**src/rtl/mem_port_arbiter.sv**
```systemverilog
// mem_port_arbiter: shares one single-ported unified RAM between the IF and
// MEM pipeline stages with a registered request/acknowledge transaction,
// per-requester stall levels and a ram_ack timeout that sets a sticky bus_err.
// Optional feature: define ARB_RR_EN for round-robin tie-breaking
// (otherwise MEM has fixed priority over IF).
module mem_port_arbiter #(
    parameter int unsigned ADDR_WIDTH = 32,
    parameter int unsigned DATA_WIDTH = 32,
    parameter int unsigned TIMEOUT    = 255
) (
    input  logic                  clk,
    input  logic                  rst,
    input  logic                  if_req,
    input  logic [ADDR_WIDTH-1:0] if_addr,
    output logic [DATA_WIDTH-1:0] if_data,
    output logic                  if_ack,
    input  logic                  mem_req,
    input  logic                  mem_wen,
    input  logic [ADDR_WIDTH-1:0] mem_addr,
    input  logic [DATA_WIDTH-1:0] mem_din,
    output logic [DATA_WIDTH-1:0] mem_dout,
    output logic                  mem_ack,
    output logic                  if_stall,
    output logic                  mem_stall,
    output logic                  ram_cs,
    output logic                  ram_we,
    output logic [ADDR_WIDTH-1:0] ram_addr,
    output logic [DATA_WIDTH-1:0] ram_din,
    input  logic [DATA_WIDTH-1:0] ram_dout,
    input  logic                  ram_ack,
    output logic                  bus_err
);

    typedef enum logic [1:0] {IDLE, GNT_IF, GNT_MEM, RESP} state_t;

    localparam logic [7:0] TO_VAL = 8'(TIMEOUT);
    localparam logic       TO_EN  = (TIMEOUT != 0);

    state_t                state_q, state_d;
    logic [7:0]            cnt_q, cnt_d;
    logic                  cs_q, cs_d;
    logic                  we_q, we_d;
    logic [ADDR_WIDTH-1:0] addr_q, addr_d;
    logic [DATA_WIDTH-1:0] din_q, din_d;
    logic                  if_ack_q, if_ack_d;
    logic                  mem_ack_q, mem_ack_d;
    logic [DATA_WIDTH-1:0] if_data_q, if_data_d;
    logic [DATA_WIDTH-1:0] mem_dout_q, mem_dout_d;
    logic                  bus_err_q, bus_err_d;
    logic                  pick_mem;
    logic                  is_mem;
    logic                  timed_out;
`ifdef ARB_RR_EN
    logic                  last_mem_q, last_mem_d;  // 1: MEM was granted last
`endif

    // Arbitration choice made in IDLE
`ifdef ARB_RR_EN
    always_comb pick_mem = mem_req & (~if_req | ~last_mem_q);
`else
    always_comb pick_mem = mem_req;
`endif

    // Next-state and registered-output logic
    always_comb begin
        state_d    = state_q;
        cnt_d      = cnt_q;
        cs_d       = cs_q;
        we_d       = we_q;
        addr_d     = addr_q;
        din_d      = din_q;
        if_ack_d   = 1'b0;
        mem_ack_d  = 1'b0;
        if_data_d  = if_data_q;
        mem_dout_d = mem_dout_q;
        bus_err_d  = bus_err_q;
`ifdef ARB_RR_EN
        last_mem_d = last_mem_q;
`endif
        is_mem     = (state_q == GNT_MEM);
        timed_out  = TO_EN && (cnt_q == TO_VAL);

        case (state_q)
            IDLE: begin
                if (pick_mem) begin
                    state_d = GNT_MEM;
                    cs_d    = 1'b1;
                    we_d    = mem_wen;
                    addr_d  = mem_addr;
                    din_d   = mem_din;
                    cnt_d   = '0;
`ifdef ARB_RR_EN
                    last_mem_d = 1'b1;
`endif
                end else if (if_req) begin
                    state_d = GNT_IF;
                    cs_d    = 1'b1;
                    we_d    = 1'b0;
                    addr_d  = if_addr;
                    cnt_d   = '0;
`ifdef ARB_RR_EN
                    last_mem_d = 1'b0;
`endif
                end
            end
            GNT_IF, GNT_MEM: begin
                if (ram_ack || timed_out) begin
                    state_d   = RESP;
                    cs_d      = 1'b0;
                    we_d      = 1'b0;
                    if_ack_d  = ~is_mem;
                    mem_ack_d = is_mem;
                    // A timed-out read returns zero instead of bus garbage
                    if (!is_mem) begin
                        if_data_d = ram_ack ? ram_dout : '0;
                    end else if (!we_q) begin
                        mem_dout_d = ram_ack ? ram_dout : '0;
                    end
                    if (!ram_ack) begin
                        bus_err_d = 1'b1;
                    end
                end else if (cnt_q != 8'hFF) begin
                    cnt_d = cnt_q + 8'd1;
                end
            end
            RESP:    state_d = IDLE;
            default: state_d = IDLE;
        endcase
    end

    // State and output registers, asynchronously cleared
    always_ff @(posedge clk or posedge rst) begin
        if (rst) begin
            state_q    <= IDLE;
            cnt_q      <= '0;
            cs_q       <= 1'b0;
            we_q       <= 1'b0;
            addr_q     <= '0;
            din_q      <= '0;
            if_ack_q   <= 1'b0;
            mem_ack_q  <= 1'b0;
            if_data_q  <= '0;
            mem_dout_q <= '0;
            bus_err_q  <= 1'b0;
        end else begin
            state_q    <= state_d;
            cnt_q      <= cnt_d;
            cs_q       <= cs_d;
            we_q       <= we_d;
            addr_q     <= addr_d;
            din_q      <= din_d;
            if_ack_q   <= if_ack_d;
            mem_ack_q  <= mem_ack_d;
            if_data_q  <= if_data_d;
            mem_dout_q <= mem_dout_d;
            bus_err_q  <= bus_err_d;
        end
    end

`ifdef ARB_RR_EN
    // Round-robin history, reset to IF so MEM wins the first tie
    always_ff @(posedge clk or posedge rst) begin
        if (rst) last_mem_q <= 1'b0;
        else     last_mem_q <= last_mem_d;
    end
`endif

    assign ram_cs    = cs_q;
    assign ram_we    = we_q;
    assign ram_addr  = addr_q;
    assign ram_din   = din_q;
    assign if_ack    = if_ack_q;
    assign mem_ack   = mem_ack_q;
    assign if_data   = if_data_q;
    assign mem_dout  = mem_dout_q;
    assign bus_err   = bus_err_q;
    assign if_stall  = if_req & ~if_ack_q;
    assign mem_stall = mem_req & ~mem_ack_q;

endmodule
```
**config.mk**
```make
export PLATFORM = sky130hd
export DESIGN_NAME = mem_port_arbiter
export DESIGN_NICKNAME = d
export VERILOG_FILES = /design/src/rtl/mem_port_arbiter.sv
export SDC_FILE = /design/constraint.sdc
export NUM_CORES = 1
export LEC_CHECK = 0
export BUFFER_PORTS_ARGS = -buffer_cell sky130_fd_sc_hd__buf_2
export CAP_MARGIN = 20
export CORE_MARGIN = 5
export CORE_UTILIZATION = 41
export CTS_BUF_LIST = sky130_fd_sc_hd__clkbuf_2 sky130_fd_sc_hd__clkbuf_4 sky130_fd_sc_hd__clkbuf_8
export DETAILED_ROUTE_END_ITERATION = 16
export PLACE_DENSITY = 0.74
export SYNTH_ARGS = -nofsm -noshare
export SYNTH_HDL_FRONTEND = slang
export SYNTH_SLANG_ARGS = --single-unit
```
**constraint.sdc**
```tcl
create_clock -name clk -period 4.48 [get_ports clk]
set_input_delay 0.448 -clock clk [delete_from_list [all_inputs] [get_ports clk]]
set_output_delay 0.448 -clock clk [all_outputs]
set_load 0.005 [all_outputs]
```
After elaboration in Yosys (flattened, before gate mapping). Cells that the tools add are included.

Bits in registers: 143. Logic and storage cells: 64. Input bits: 134.

Reduce and logical (&&, ||, !) cells: 13. Add/subtract/negate cells: 1. Equal/unequal tests: 9. Bitwise logic cells: 7. Muxes and demuxes: 23.

Operators by type and width (number): 32-bit 2-to-1 mux (3); 8-bit 2-to-1 mux (4); 8-bit case mux with 2 select lines (1); 1-bit 2-to-1 mux (9); 3-bit AND reduction (3); 8-bit by 1-bit adder with 8-bit output, second input constant (1); 8-bit == test, second input constant (1); 8-bit inequality test, second input constant (1); 4-bit AND reduction (2); 2-bit 2-to-1 mux (3); 2-bit inequality test, second input constant (3); 2-bit case mux with 3 select lines (1); 2-bit AND reduction (3); 1-bit inverter (5); 2-bit == test, second input constant (2); 1-bit case mux with 2 select lines (2); 2-bit nonzero test (2); 3-bit inequality test, second input constant (1); 1-bit AND (2); 2-bit by 1-bit == test with 1-bit output, second input constant (1); 2-bit logical NOT (1); 2-bit OR reduction (1); 1-bit logical OR (1).

Longest topological paths before layout. Gate-level depths: netlist (run 1).

Depth after elaboration: 4. Depth in mapped cells: 9. Gate-level depth less buffers: 6.

Worst setup path before layout (run 1). OpenSTA, ideal clock, no wires.

Path type: flip-flop to flip-flop. Start: register state_q[1]. End: register if_data_q[10] (netlist: if_data[10]). Cell stages (with the launch flop): 10. Library setup time: 79 ps. Data required time: 4401 ps. Clock period less this slack: 1706 ps. Data arrival time: 1627 ps. Setup slack: 2774 ps. Cell sequence: dfrtp_1 -> inv_1 -> ha_1 -> buf_2 -> nand2_1 -> o21ai_1 -> and2b_1 -> buf_4 -> buf_8 -> mux2i_1.

Longest elaborated chain between the ends: 3. Elaborated cells between the ends (all ways): 5. Classes of those cells: 2 x eq/ne; 1 x bitwise; 2 x reduce/logical.

Ends and longest elaborated chain: start, declared (RTL line 39) `state_t state_q, state_d;`; start signal, assigned (RTL line 146) `state_q <= state_d;`; 2-bit == test / 2-bit by 1-bit == test with 1-bit output (equally long branches) (RTL line 80, 83); 2-bit OR reduction / 1-bit inverter (equally long branches); 3-bit AND reduction (no line) *; end signal, assigned (RTL line 154) `if_data_q <= if_data_d;`; end, declared (RTL line 47) `logic [DATA_WIDTH-1:0] if_data_q, if_data_d;`.

Every way passes the cells marked *; elsewhere a longest branch is shown, timed or not. A chain may end at the register's enable or synchronous reset.

Final worst setup path (run 1).
Start: register state_q[1]. End: register if_data_q[20] (netlist: if_data[20]).

Same word-level chain as after synthesis.

==> results.ini, run 1 <==
[setup_path]
critical_path_buf_inv_count=1
criticalPathCategory=flop to flop
path_cells=inv_1 -> ha_1 -> nand2_1 -> o21ai_1 -> and2b_2 -> mux2i_1
end_kind=flop
critical_path_rt_ps=4830
worst_path_dominant_cell_family=simple AND/OR/NAND/NOR gates
critical_path.slowest_cell=sky130_fd_sc_hd__and2b_2
critPathMaxFanout=33
type_of_element_launching_the_critical_path=flop
crit_path_max_incr_delay_ps=850
worst_ep_arrival_time_ps=2850

[status]
run_status=finished clean

[floorplan]
fp.dieW_um=131
die_area_mm2=0.0173
die-height_um=131
fp-row-count=44
initial_core_util_pct=41.7
io_pins=269
fp.coreArea_mm2=0.0145

[place]
io_buffers=268
globalplace.congestion=0.808
post_detailed_placement_half_perimeter_wirelength_um=11200
place_area_mm2=0.00752

[final_layout]
final_cell_area_mm2=0.00792
layout-drive-gt1-share_pct=43.9
syn_to_final_growth_pct=31.2
sequential_cell_area_mm2=0.00358
multi_input_comb_area_mm2=0.00217
fillerInstances=1356
final_net_count=909

[global_route]
grt_pass1_wl_um=25000
grt_pass1_vias=5016
grt_start_max_net_pins=53
grt.overflow.total=0
antenna_found_initial=1
grt_util_all_layers_pct=17.6

[hold_path]
worstHoldPathType=primary input to flop

[timing]
finalHoldViolations=0
slew_violations=0
finalWorstPathRequiredPeriod_ps=2490
skew_ps=10.6
rsz0062_at_grt=no
tns_ps=0
setup_viol_count_final=0
max_freq_ghz=0.401
timing.max_slew.rel_slack_pct=32.7
layout_worst_path_cycle_share_pct=55.6
holdWs_ps=236
worstMarginPinSlew_ps=1010

[routing]
firstDrtPassIters=4
detail_route.iter0.violations=236
via_per_inst=4.84
detail_route.drc_violations=0
final_antenna_net_count=0
routed-via-count=4699
finalWirelength_um=15200
routedWlPerCell_um=15.6

[cts]
clkLatencyLatePin_ps=440
clock_tree.buffer_depth=2
cts_buffers=17
clock-sinks=143
cts_tree=built
h-tree-depth=4
clk_transition_reported_paths_ps=80
cts_root_buf=sky130_fd_sc_hd__clkbuf_8
post_cts_resized=0

[pwr]
static-leakage-power_nw=4.22
max-vdd-ir-drop_mv=0.299
powerDensity_mw_per_mm2=645
power.total_mw=5.11

[logic_synthesis]
synth_edf_count=0
synth.cell_area_mm2=0.00604
post_synthesis_cell_count=507
net_count_after_synthesis=644
syn-mean-instance-area_um2=11.9
postSynthRegisterBits=143
synth-seq-area-share_pct=59.3
yosysWarnings=0
synth-main-ff-cell=sky130_fd_sc_hd__dfrtp_1
synth-async-reset-ratio_pct=100
synth.distinct_cells=42

[job]
maxCapViolCount=0

## synthesized netlist by cell type (2+ instances only)
cell type | count | area, um^2
sky130_fd_sc_hd__a21o_1 | 3 | 22.5
sky130_fd_sc_hd__a21oi_1 | 2 | 10.0
sky130_fd_sc_hd__a22o_1 | 32 | 280
sky130_fd_sc_hd__buf_2 | 15 | 75.1
sky130_fd_sc_hd__buf_8 | 3 | 45.0
sky130_fd_sc_hd__clkbuf_1 | 11 | 41.3
sky130_fd_sc_hd__dfrtp_1 | 143 | 3580
sky130_fd_sc_hd__ha_1 | 3 | 37.5
sky130_fd_sc_hd__inv_1 | 37 | 139
sky130_fd_sc_hd__mux2_2 | 32 | 360
sky130_fd_sc_hd__mux2i_1 | 64 | 641
sky130_fd_sc_hd__nand2_1 | 73 | 274
sky130_fd_sc_hd__nand3_1 | 2 | 10.0
sky130_fd_sc_hd__nand3b_1 | 2 | 15.0
sky130_fd_sc_hd__nand4_1 | 2 | 12.5
sky130_fd_sc_hd__nor2_1 | 6 | 22.5
sky130_fd_sc_hd__nor2b_1 | 5 | 31.3
sky130_fd_sc_hd__o21a_1 | 2 | 15.0
sky130_fd_sc_hd__o21ai_0 | 45 | 225
sky130_fd_sc_hd__o21ai_1 | 2 | 10.0
sky130_fd_sc_hd__or3_1 | 2 | 12.5
## cells in the final DEF (no fill, tap or decap), types with 3 or more instances in the layout
cell,n
sky130_fd_sc_hd__inv_1,36
sky130_fd_sc_hd__nor2_1,6
sky130_fd_sc_hd__buf_4,7
sky130_fd_sc_hd__dfrtp_1,143
sky130_fd_sc_hd__ha_1,3
sky130_fd_sc_hd__buf_2,268
sky130_fd_sc_hd__clkbuf_8,18
sky130_fd_sc_hd__nor2b_1,5
sky130_fd_sc_hd__nand2_1,73
sky130_fd_sc_hd__o21ai_0,45
sky130_fd_sc_hd__a21o_1,3
sky130_fd_sc_hd__a22o_1,32
sky130_fd_sc_hd__mux2i_1,64
sky130_fd_sc_hd__inv_6,7
sky130_fd_sc_hd__clkinvlp_4,3
sky130_fd_sc_hd__mux2_2,32
## routing by layer
layer / global-route usage, % / share of wire [%] / wire length, um
met5: 0 / 0 / 0
met4: 7.49 / 2.5 / 378
met3: 5.28 / 7.1 / 1080
met2: 28.8 / 49 / 7370
met1: 21.6 / 42 / 6330
## state kept, by name, summed over array words and instances, names as in the netlist
register / count
ram_din: 32
ram_addr: 32
if_ack: 1
cnt_q: 8
mem_ack: 1
if_data: 32
bus_err: 1
ram_cs: 1
state_q: 2
mem_dout: 32
ram_we: 1
## power breakdown
| group | total, mW | leakage [nW] | internal (mW) | switching, mW |
|---|---|---|---|---|
| Sequential | 2.16 | 1.79 | 1.86 | 0.297 |
| Clock | 1.01 | 0.192 | 0.473 | 0.536 |
| Combinational | 1.94 | 2.24 | 0.982 | 0.961 |
## cell families after synthesis
family	Yosys count	synth area share, %
adders and majority gates	3	0.622
muxes	96	16.6
buffers and inverters	67	5.10
xor gates and xnor gates	1	0.145
DFF	143	59.3
and+or+nand+nor	102	7.71
AOI/OAI and AO/OA	95	10.6
## metrics by stage
step,utilization [%],setup WS (ps),instances
final,54.7,1990,970
after CTS,54.7,1980,969
after detailed placement,51.9,1840,936
after global placement,51.9,1890,936
after global routing,54.7,1800,970
after floorplan,-,194,507
## area by class of cell
class | count | area share, %
well taps | 184 | 2.91
flip-flops and latches | 143 | 45.2
diodes | 1 | 0.0316
clock buffers | 18 | 3.13
clock inverters | 14 | 1.83
repair buffers | 276 | 17.7
inverters | 37 | 1.82
multi-input cells | 297 | 27.4
## final timing paths
| kind | depth (start not counted) | from | endpoint | slack [ps] |
|---|---|---|---|---|
| max | 6 | state_q[1] | if_data[20] | 1990 |
| min | 2 | mem_din[11] | ram_din[11] | 240 |
| max reg2reg | 6 | state_q[1] | if_data[20] | 1990 |
| min reg2reg | 1 | bus_err | bus_err | 460 |
| max in group asynchronous | 4 | rst | ram_din[29] | 2880 |
| min in group asynchronous | 3 | rst | mem_dout[10] | 560 |
## timing repair
| action | CTS | global route |
|---|---|---|
| hold buffers | 1 | 0 |
| setup buffers | 0 | 0 |
| endpoints found under the hold margin | 22 | 0 |
(Power assumes the default switching activity.)
==> run 2: changes to the inputs <==
==> constraint.sdc (replaced) <==
create_clock -name clk -period 2.26 [get_ports clk]
set_input_delay 0.226 -clock clk [delete_from_list [all_inputs] [get_ports clk]]
set_output_delay 0.226 -clock clk [all_outputs]
set_load 0.005 [all_outputs]
==> run 2 against run 1 <==
Against the previous run:
- total power rose by 110%
- clock skew rose by 1.2 ps
- register-to-register slack got worse by 1700 ps
- critical path depth rose by 1
- maximum frequency rose by 25%
- die area did not move
- clock power rose by 120%
==> results.ini, run 2 (same netlist as run 1, synthesis figures left out) <==
[final_layout]
syn_to_final_growth_pct=40.5
final_net_count=957  ; +5.3%
layout.cells.most_common_list=268 x sky130_fd_sc_hd__buf_2, 143 x sky130_fd_sc_hd__dfrtp_1, 73 x sky130_fd_sc_hd__nand2_1
layout.cells.most_common=sky130_fd_sc_hd__buf_2
layout-drive-gt1-share_pct=41.8  ; -2.1 points
final-instance-count-excl-fill=1016  ; +4.7%
final_core_utilization_pct=58.6  ; +3.9 points
antennaDiodeCount=0  ; -1
final_cell_area_mm2=0.00849  ; +7.1%

[setup_path]
critical_path_rt_ps=2620  ; -2210 ps
worst-r2r-setup-slack_ps=270  ; -1720 ps
end_kind=flop
critPathMaxFanout=33  ; unchanged
r2r_cells=7  ; +1
timing.rr.end=if_data[21]
worst_ep_arrival_time_ps=2350  ; -500 ps
type_of_element_launching_the_critical_path=flop
criticalPathCategory=flop to flop
critical_path.reg2reg.startpoint=state_q[1]

[hold_path]
worstHoldPathType=primary input to flop
worstHoldPathCells=2  ; unchanged
min-delay-start=ram_dout[7]
min_to=mem_dout[7]

[routing]
detail_route.iter0.violations=202  ; -14%
routed-via-count=4921  ; +4.7%
detail_route.drc_violations=0  ; unchanged
routedWlPerCell_um=15.6  ; -0.20%
via_per_inst=4.84  ; about the same
firstDrtPassIters=5  ; +1
final_antenna_net_count=0  ; unchanged
finalWirelength_um=15800  ; +4.5%

[global_route]
grt_pass1_wl_um=26300  ; +5.2%
grt_util_all_layers_pct=18.4  ; +0.80 points
grt_pass1_vias=5130  ; +2.3%
grt_start_max_net_pins=62  ; +17%
antenna_found_initial=0  ; -1
grt.overflow.total=0  ; unchanged

[place]
placement_stage_worst_setup_slack_ps=260  ; -1580 ps
globalplace.congestion=0.831  ; +2.8%
placedCellCount=940  ; +0.43%
place_area_mm2=0.00760  ; +1.0%
post_detailed_placement_half_perimeter_wirelength_um=11200  ; -0.28%
io_buffers=268  ; unchanged

[cts]
cts_root_buf=sky130_fd_sc_hd__clkbuf_8
clkLatencyLatePin_ps=430  ; about the same
clk_transition_reported_paths_ps=80  ; about the same
clock-sinks=143  ; unchanged
cts_buffers=17  ; unchanged
cts_tree=built
post-cts-setup-buffer-count=0  ; unchanged
h-tree-depth=4  ; unchanged
clock_tree.buffer_depth=2  ; unchanged

[timing]
max_freq_ghz=0.501  ; +25%
finalHoldViolations=0  ; unchanged
setup_viol_count_final=0  ; unchanged
layout_worst_path_cycle_share_pct=88.3  ; +33 points
finalWorstPathRequiredPeriod_ps=1990  ; -497 ps
skew_ps=11.8  ; +1.16 ps
fin_ws_ps=265  ; -1720 ps
holdWs_ps=39.3  ; -196 ps
rsz0062_at_grt=no
worstMarginPinSlew_ps=825  ; -184 ps
timing.max_slew.rel_slack_pct=44.8  ; +12 points
tns_ps=0  ; unchanged
slew_violations=0  ; unchanged

[floorplan]
die-height_um=131  ; unchanged
initial_core_util_pct=41.7  ; unchanged
die_area_mm2=0.0173  ; unchanged
fp.dieW_um=131  ; unchanged
fp.coreArea_mm2=0.0145  ; unchanged
io_pins=269  ; unchanged
fp-row-count=44  ; unchanged

[job]
maxCapViolCount=0  ; unchanged

[pwr]
max-vdd-ir-drop_mv=0.673  ; +120%
static-leakage-power_nw=4.47  ; +5.9%
powerDensity_mw_per_mm2=1240  ; +92%
power.total_mw=10.5  ; +110%

[status]
run_status=finished clean

## run 2: cell types whose count changed in the layout (fill, tap and decap cells not counted), sizes merged
cell and delta:
clkinvlp -2, inv -6, diode -1, clkinv +3, dlygate4sd3 +44, bufinv +3, buf +4, clkbuf +1
## run 2: worst max-delay path: stages (launching register included)
cell and delay, ps:
sky130_fd_sc_hd__dfrtp_1 370, sky130_fd_sc_hd__inv_1 50, sky130_fd_sc_hd__ha_1 450, sky130_fd_sc_hd__nand4_1 160, sky130_fd_sc_hd__o21ai_1 210, sky130_fd_sc_hd__and2b_2 200, sky130_fd_sc_hd__buf_12 240, sky130_fd_sc_hd__mux2i_1 230
## run 2: worst max path at each step
stage               startpoint     endpoint  slack (ps)  cells past startpoint
finish              state_q[1]  if_data[21]         270                      7
global route        state_q[1]  if_data[11]          80                      7
CTS                 state_q[1]  if_data[11]         250                      7
detailed placement  state_q[1]  if_data[28]         260                      7
global placement    state_q[1]  if_data[26]         360                      7
floorplan                  rst      bus_err         240                      1
## run 2: repair_timing
item                       in CTS  in global routing
hold buffers                   44                  1
resized for setup               0                  0
hold endpoints to repair      186                  1
setup endpoints to repair       0                  0
## run 2: per-layer routing
metal	global-route usage (%)	share of wire (%)	vias to the layer above
li1	-	-	2369
met1	21.8	40	2362
met2	31.0	50	160
met3	5.89	6.6	30
met4	7.54	2.7	0
met5	0	0	-
## run 2: area by class of cell
| type | count | area (um^2) |
|---|---|---|
| tap | 184 | 230 |
| sequential | 143 | 3580 |
| inverter | 37 | 143 |
| clock inverter | 12 | 183 |
| clock buffer | 19 | 255 |
| fill | 1253 | 5990 |
| multi-input combinational | 297 | 2170 |
| timing repair buffer | 324 | 1920 |
## run 2: power breakdown
group,switching (mW),internal (mW)
Combinational,1.95,2.05
Clock,0.981,1.25
Sequential,0.588,3.69
